==> src/rtl/lm_sm_pkg.sv <==
// Shared definitions for the load/store-multiple sequencer.
// Latency: n/a (types and constants only).
// Backpressure: n/a.
package lm_sm_pkg;

    // Default geometry: eight 16-bit registers, 16-bit word address space.
    localparam int LM_NUM_REGS = 8;
    localparam int LM_ADDR_W   = 16;
    localparam int LM_DATA_W   = 16;

    // Sequencer control states.
    typedef enum logic [2:0] {
        ST_IDLE = 3'd0,
        ST_SCAN = 3'd1,
        ST_MEM  = 3'd2,
        ST_WB   = 3'd3,
        ST_DONE = 3'd4
    } lm_state_t;

endpackage

==> src/rtl/lsb_prio_enc.sv <==
// Lowest-set-bit priority encoder over the pending register mask.
// Latency: combinational.
// Backpressure: none; o_vld low means the mask is empty and o_idx is 0.
module lsb_prio_enc
    import lm_sm_pkg::*;
#(
    parameter  int NUM_REGS = LM_NUM_REGS,
    localparam int IDX_W    = $clog2(NUM_REGS)
) (
    input  logic [NUM_REGS-1:0] i_mask,
    output logic [IDX_W-1:0]    o_idx,
    output logic                o_vld
);

    // Scan from the top down so the lowest set bit is the last assignment to win.
    always_comb begin
        o_idx = '0;
        o_vld = |i_mask;
        for (int i = NUM_REGS - 1; i >= 0; i--) begin
            if (i_mask[i]) begin
                o_idx = IDX_W'(i);
            end
        end
    end

endmodule

==> src/rtl/lm_sm_sequencer.sv <==
// Load/store-multiple sequencer: walks a register mask lowest-first, one memory beat per register.
// Latency: store 2 cycles/reg, load 3 cycles/reg, plus one SCAN and one DONE cycle; each memory wait adds a cycle.
// Backpressure: mem_req/addr/data are held until mem_ack; start is ignored while busy.
module lm_sm_sequencer
    import lm_sm_pkg::*;
#(
    parameter  int NUM_REGS = LM_NUM_REGS,
    parameter  int ADDR_W   = LM_ADDR_W,
    parameter  int DATA_W   = LM_DATA_W,
    localparam int IDX_W    = $clog2(NUM_REGS),
    localparam int CNT_W    = IDX_W + 1
) (
    input  logic                clk,
    input  logic                proc_rst,
    input  logic                start,
    input  logic                is_store,
    input  logic [NUM_REGS-1:0] reg_mask,
    input  logic [ADDR_W-1:0]   base_addr,
    output logic                busy,
    output logic                done,
    output logic [CNT_W-1:0]    xfer_count,
    output logic                mem_req,
    output logic                mem_we,
    output logic [ADDR_W-1:0]   mem_addr,
    output logic [DATA_W-1:0]   mem_wdata,
    input  logic                mem_ack,
    input  logic [DATA_W-1:0]   mem_rdata,
    output logic [IDX_W-1:0]    rf_raddr,
    input  logic [DATA_W-1:0]   rf_rdata,
    output logic                rf_we,
    output logic [IDX_W-1:0]    rf_waddr,
    output logic [DATA_W-1:0]   rf_wdata
);

    lm_state_t             r_state;
    logic [NUM_REGS-1:0]   r_pend_mask;
    logic [ADDR_W-1:0]     r_addr;
    logic                  r_op_st;
    logic [IDX_W-1:0]      r_cur_idx;
    logic [CNT_W-1:0]      r_xfer_count;
    logic                  r_busy;
    logic                  r_done;
    logic                  r_mem_req;
    logic                  r_mem_we;
    logic [DATA_W-1:0]     r_mem_wdata;
    logic                  r_rf_we;
    logic [IDX_W-1:0]      r_rf_waddr;
    logic [DATA_W-1:0]     r_rf_wdata;

    logic [IDX_W-1:0]      w_lsb_idx;
    logic                  w_lsb_vld;

    lsb_prio_enc #(
        .NUM_REGS (NUM_REGS)
    ) u_lsb_prio_enc (
        .i_mask (r_pend_mask),
        .o_idx  (w_lsb_idx),
        .o_vld  (w_lsb_vld)
    );

    // Sequencer FSM with registered outputs; reset aborts any transfer in flight.
    always_ff @(posedge clk or posedge proc_rst) begin
        if (proc_rst) begin
            r_state      <= ST_IDLE;
            r_pend_mask  <= '0;
            r_addr       <= '0;
            r_op_st      <= 1'b0;
            r_cur_idx    <= '0;
            r_xfer_count <= '0;
            r_busy       <= 1'b0;
            r_done       <= 1'b0;
            r_mem_req    <= 1'b0;
            r_mem_we     <= 1'b0;
            r_mem_wdata  <= '0;
            r_rf_we      <= 1'b0;
            r_rf_waddr   <= '0;
            r_rf_wdata   <= '0;
        end else begin
            r_done <= 1'b0;
            case (r_state)
                ST_IDLE: begin
                    if (start) begin
                        r_pend_mask  <= reg_mask;
                        r_addr       <= base_addr;
                        r_op_st      <= is_store;
                        r_xfer_count <= '0;
                        r_busy       <= 1'b1;
                        r_state      <= ST_SCAN;
                    end
                end
                ST_SCAN: begin
                    if (!w_lsb_vld) begin
                        r_done  <= 1'b1;
                        r_state <= ST_DONE;
                    end else begin
                        r_cur_idx <= w_lsb_idx;
                        // Store data is sampled from the RF port as the request is launched.
                        if (r_op_st) begin
                            r_mem_wdata <= rf_rdata;
                        end
                        r_mem_req <= 1'b1;
                        r_mem_we  <= r_op_st;
                        r_state   <= ST_MEM;
                    end
                end
                ST_MEM: begin
                    if (mem_ack) begin
                        r_pend_mask[r_cur_idx] <= 1'b0;
                        r_addr                 <= r_addr + ADDR_W'(1);
                        r_xfer_count           <= r_xfer_count + CNT_W'(1);
                        r_mem_req              <= 1'b0;
                        r_mem_we               <= 1'b0;
                        if (r_op_st) begin
                            r_state <= ST_SCAN;
                        end else begin
                            r_rf_we    <= 1'b1;
                            r_rf_waddr <= r_cur_idx;
                            r_rf_wdata <= mem_rdata;
                            r_state    <= ST_WB;
                        end
                    end
                end
                ST_WB: begin
                    r_rf_we <= 1'b0;
                    r_state <= ST_SCAN;
                end
                ST_DONE: begin
                    r_busy  <= 1'b0;
                    r_state <= ST_IDLE;
                end
                default: begin
                    r_busy    <= 1'b0;
                    r_mem_req <= 1'b0;
                    r_mem_we  <= 1'b0;
                    r_rf_we   <= 1'b0;
                    r_state   <= ST_IDLE;
                end
            endcase
        end
    end

    assign busy       = r_busy;
    assign done       = r_done;
    assign xfer_count = r_xfer_count;
    assign mem_req    = r_mem_req;
    assign mem_we     = r_mem_we;
    assign mem_addr   = r_addr;
    assign mem_wdata  = r_mem_wdata;
    assign rf_raddr   = w_lsb_idx;
    assign rf_we      = r_rf_we;
    assign rf_waddr   = r_rf_waddr;
    assign rf_wdata   = r_rf_wdata;

endmodule
==> config.mk <==
export PLATFORM = sky130hd
export DESIGN_NAME = lm_sm_sequencer
export DESIGN_NICKNAME = d
export VERILOG_FILES = /design/src/rtl/lm_sm_pkg.sv /design/src/rtl/lsb_prio_enc.sv /design/src/rtl/lm_sm_sequencer.sv
export SDC_FILE = /design/constraint.sdc
export NUM_CORES = 1
export LEC_CHECK = 0
export CORE_MARGIN = 2
export CORE_UTILIZATION = 35
export DETAILED_ROUTE_END_ITERATION = 12
export GPL_ROUTABILITY_DRIVEN = 1
export GPL_TIMING_DRIVEN = 0
export SETUP_SLACK_MARGIN = 0.1
export SLEW_MARGIN = 20
export SYNTH_ARGS = -nofsm -noshare
export SYNTH_HDL_FRONTEND = slang
export SYNTH_HIERARCHICAL = 1
export SYNTH_SLANG_ARGS = --single-unit
==> constraint.sdc <==
create_clock -name clk -period 6.6 [get_ports clk]
set_input_delay 0.99 -clock clk [delete_from_list [all_inputs] [get_ports clk]]
set_output_delay 0.99 -clock clk [all_outputs]
set_load 0.05 [all_outputs]
# Word-level counts from Yosys, hierarchy flattened
# Index checks and enable logic that the tools add are counted.
# totals
input_bits,61
word_cells,84
output_inout_bits,63
regBits,75
# op_classes
n_lt_le_gt_ge,2
bitwise,6
n_eq_ne,8
addsub,2
mux,36
reduce_logical,16
# ops
op,count
3-bit two-way mux,11
16-bit two-way mux,2
16-bit one-hot mux with 2 select lines,1
16-bit by 1-bit adder with 16-bit output (second input constant),1
8-bit two-way mux,2
8-bit one-hot mux with 2 select lines,1
3-bit AND reduction,5
3-bit one-hot mux with 4 select lines,1
1-bit two-way mux,9
3-bit OR reduction,3
8-bit bitwise AND,1
4-bit two-way mux,2
2-bit inequality test (second input constant),4
8-bit inverter,1
4-bit one-hot mux with 2 select lines,1
2-bit AND reduction,4
8-bit OR reduction,1
3-bit by 2-bit equality test with 1-bit output (second input constant),2
1-bit one-hot mux with 3 select lines,2
4-bit by 1-bit adder with 4-bit output (second input constant),1
3-bit by 4-bit < comparator with 1-bit output (second input constant),1
1-bit inverter,4
1-bit one-hot mux with 2 select lines,2
1-bit demux with 3-bit select,1
7 further kinds,7

# Logic depth before layout (Yosys ltp)
# logic_depth
word_depth,8
mapped_depth,7
depth_no_buf,6

# Modules after synthesis
# The synthesis kept the hierarchy.
# by_module_without_submodules
mod,area_per_inst_um2,cells_per_inst,instances,seq_area_each_um2
lm_sm_sequencer,3427.0,310,1,1876.8
lsb_prio_enc,81.3,13,1,0.0

# Worst setup path before layout
# No wires, ideal clock.
# synth_timing
kind,register -> output
startpoint,register r_pend_mask[4]
endpoint,output port rf_raddr[0]
required_ps,5610
arrival_time_ps,2153
stages_incl_launch_ff,2
slack_ps,3457
n_path_buf,0
path_cell_list,dfrtp_1 > o41ai_1
# synth_between
elab_chain_cells,5
# synth_rtl
element,line,source
"start, declared",lm_sm_sequencer.sv:36,logic [NUM_REGS-1:0] r_pend_mask;
"start signal, assigned",lm_sm_sequencer.sv:83,r_pend_mask <= reg_mask;
3-bit two-way mux (5 in a row),lsb_prio_enc.sv:20,if (i_mask[i]) begin
"end, declared",lm_sm_sequencer.sv:28,"output logic [IDX_W-1:0] rf_raddr,"
# No other way between the ends.

# Worst setup path after layout
# layout_timing
startpoint,register r_pend_mask[6]
endpoint,output port rf_raddr[0]
# layout_between
elab_chain_cells,7
# layout_rtl
element,line
3-bit two-way mux (7 in a row),lsb_prio_enc.sv:20
# No other way between the ends.

==> impl_metrics.toml <==
[routing]
avgRoutedWirePerCell_um = 15.6
drtIter0Drc = 119
wl_mm = 9.31
drt-pass1-iter-count = 4
avgViaCountPerCell = 4.94
ant_nets = 0
route.detailed.drc = 0
via_count = 2946

[floorplan]
die_h_um = 104
dieArea_um2 = 10800
io_pins = 124
start_util = 0.359
die_w_um = 104
rows = 36
core_area_um2 = 9770

[logic_synthesis]
synth_top_area_frac = 0.535
syn-num-nets = 386
synth-seq-cells = 75
synth.area.top_cells = "dfrtp_1 (53%), mux2_2 (9.3%), o21ai_0 (4.3%), nand2_1 (3.1%), mux2_1 (2.9%)"
ys_types = 55
ys_seq_area_frac = 0.535
synth_area_per_cell_um2 = 10.9
postSynth.asyncResetShare = 1.00
ys_warn_count = 6
synthFlopType = "dfrtp_1"
synth-edff-count = 0
synth_area_leader_cell = "dfrtp_1"
netlist_area_um2 = 3510
synth_cells = 323

[cts]
clock-sinks = 75
cts-resized-gates = 0
ctsHoldBuffers = 0
htree_levels = 3
cts_tree = "done"
cts_buffer_depth = 2
path_clk_slew_ns = 0.09
clk_latency_ns = 0.36
postCtsSetupRepairBufs = 0
root_buffer = "clkbuf_8"
numCtsBuffers = 9

[hold_path]
hold_end = "mem_wdata[4]$_DFFE_PP0P_"
min_path_type = "flop to flop"
worstHoldStart = "mem_wdata[4]$_DFFE_PP0P_"
hold_depth = 1

[critical_path]
path_buf_inv = 2
crit_family = "buffers and inverters"
critical-path-max-stage-delay_ns = 0.91
crit-reg2reg-launch = "r_pend_mask[4]$_DFFE_PP0P_"
rr_endpoint = "mem_wdata[11]$_DFFE_PP0P_"
worstSetupStartpointType = "flop"
path_class = "flop to primary output"
crit_path_max_fanout = 4
cp_slowest_cell = "clkdlybuf4s50_1"
rrSetupSlack_ns = 4.45
end_kind = "primary output"
crit_required_ns = 5.61
r2r_cells = 7
cp.arrival_ns = 2.19
path_cells = "inv_1, a21oi_1, o41ai_1, clkdlybuf4s50_1"

[placement]
dp_hpwl_mm = 6.82
globalplace.congestion = 0.828
port-buffer-count = 123

[timing]
setup_viol = 0
period_minus_slack_ns = 3.18
hold_viol_final = 0
setup-tns-final_ns = 0
fin_crit_sh = 0.482
tightestPinTransition_ns = 0.545
clock-skew-final_ns = 0.0119
hold_slack_ns = 0.500
rsz0062_at_grt = "false"
finalMaxSlewViolations = 0
maxSlewHeadroom = 0.636
clock.fmax_ghz = 0.314

[global_routing]
grt_pass1_vias = 2995
grtUsageTotal = 0.177
grt_remaining_overflow = 0
grt_pass1_wl_mm = 15.0
antenna_found_initial = 0
grt_max_degree = 41

[final_layout]
layout_common_cells = "clkdlybuf4s50_1 (123), dfrtp_1 (75), o21ai_0 (30), mux2_2 (29), nand2_1 (29)"
diodes = 0
drive_above_1_share = 0.138
mostFrequentLayoutCell = "clkdlybuf4s50_1"
fin_nets = 521
n_fill_cell = 913
syn_to_final_growth_pct = 46.3

[power_and_ir_drop]
cellLeakagePower_uw = 0.00210
peakVddDrop_mv = 0.240
powerDensity_nw_per_um2 = 576

[run]
cap_violations = 0

[status]
status = "finished, final reports clean"
-- through the flow --
step | utilization | instances | total power (uW) | worst slack, ns | cell area [um^2]
2_1_floorplan | - | 323 | 2010 | 3.46 | 3510
3_3_place_gp | 0.502 | 579 | 2570 | 2.33 | 4910
3_5_place_dp | 0.504 | 580 | 2600 | 3.68 | 4930
4_1_cts | 0.525 | 596 | 2980 | 3.40 | 5130
5_1_grt | 0.525 | 596 | 3120 | 3.21 | 5130
6_report | 0.525 | 596 | 2960 | 3.42 | 5130
-- worst max path at each step --
stage / start / end / slack (ns) / depth (start not counted)
after global placement: proc_rst / mem_addr[6]$_DFFE_PP0P_ / 2.33 / 2
after CTS: r_pend_mask[4]$_DFFE_PP0P_ / rf_raddr[0] / 3.40 / 2
after floorplan: r_pend_mask[4]$_DFFE_PP0P_ / rf_raddr[0] / 3.46 / 1
final: r_pend_mask[6]$_DFFE_PP0P_ / rf_raddr[0] / 3.42 / 4
after detailed placement: mem_ack / rf_wdata[1]$_DFFE_PP0P_ / 3.68 / 5
after global routing: r_pend_mask[6]$_DFFE_PP0P_ / rf_raddr[0] / 3.21 / 4
-- report_power, final --
| part | total [uW] | internal, uW | switching [uW] | leakage (uW) |
|---|---|---|---|---|
| Sequential | 848 | 674 | 174 | 0.000899 |
| Clock | 375 | 187 | 188 | 0.000104 |
| Combinational | 1730 | 643 | 1090 | 0.00110 |
| Total | 2960 | 1500 | 1450 | 0.00210 |
-- synth_stat cells, types with 2 or more instances --
cell,instances
dfrtp_1,75
o21ai_0,30
mux2_2,29
nand2_1,29
nor2_1,19
a21oi_1,18
nand3_1,11
mux2_1,9
clkbuf_1,8
inv_1,8
buf_2,7
nand4_1,7
a2bb2oi_1,5
and2_1,5
nand2b_1,5
o22ai_1,5
or3_1,4
and4_1,3
nor2b_1,3
a31oi_1,2
and3_1,2
buf_6,2
ha_1,2
nor4_1,2
o311ai_0,2
xor2_1,2
-- state kept, by name (all words and copies together), names as in the netlist, 3 cells and up --
signal	count
rf_wdata	16
r_state	3
r_cur_idx	3
mem_wdata	16
xfer_count	4
mem_addr	16
r_pend_mask	8
rf_waddr	3
-- final cells by class --
class	count	area [um^2]	share of cell area
plain buffers	19	98.8	0.0193
clock buffers	11	141	0.0276
clock inverters	5	61.3	0.0119
inverters	8	32.5	0.00634
multi-input cells	221	1500	0.293
flip-flops and latches	75	1880	0.366
well taps	133	166	0.0324
repair buffers	124	1250	0.244
-- cell families (layout without fill, tap and decap cells) --
group                    after synthesis  count (layout)  synth area share
flip-flops                            75              75             0.535
buffers and inverters                 27             167            0.0367
XOR/XNOR                               2               2           0.00499
AND/OR/NAND/NOR                      103             103             0.162
multiplexers                          39              39             0.125
AO/OA/AOI/OAI                         75              75             0.129
adder cells (fa/ha/maj)                2               2           0.00713
-- metal layers --
layer	vias up	share of wire	global-route usage
li1	1423	-	-
met1	1440	0.45	0.221
met2	65	0.49	0.288
met3	18	0.035	0.0395
met4	0	0.022	0.0878
met5	-	0	0
Power figures use the tool's default switching activity.
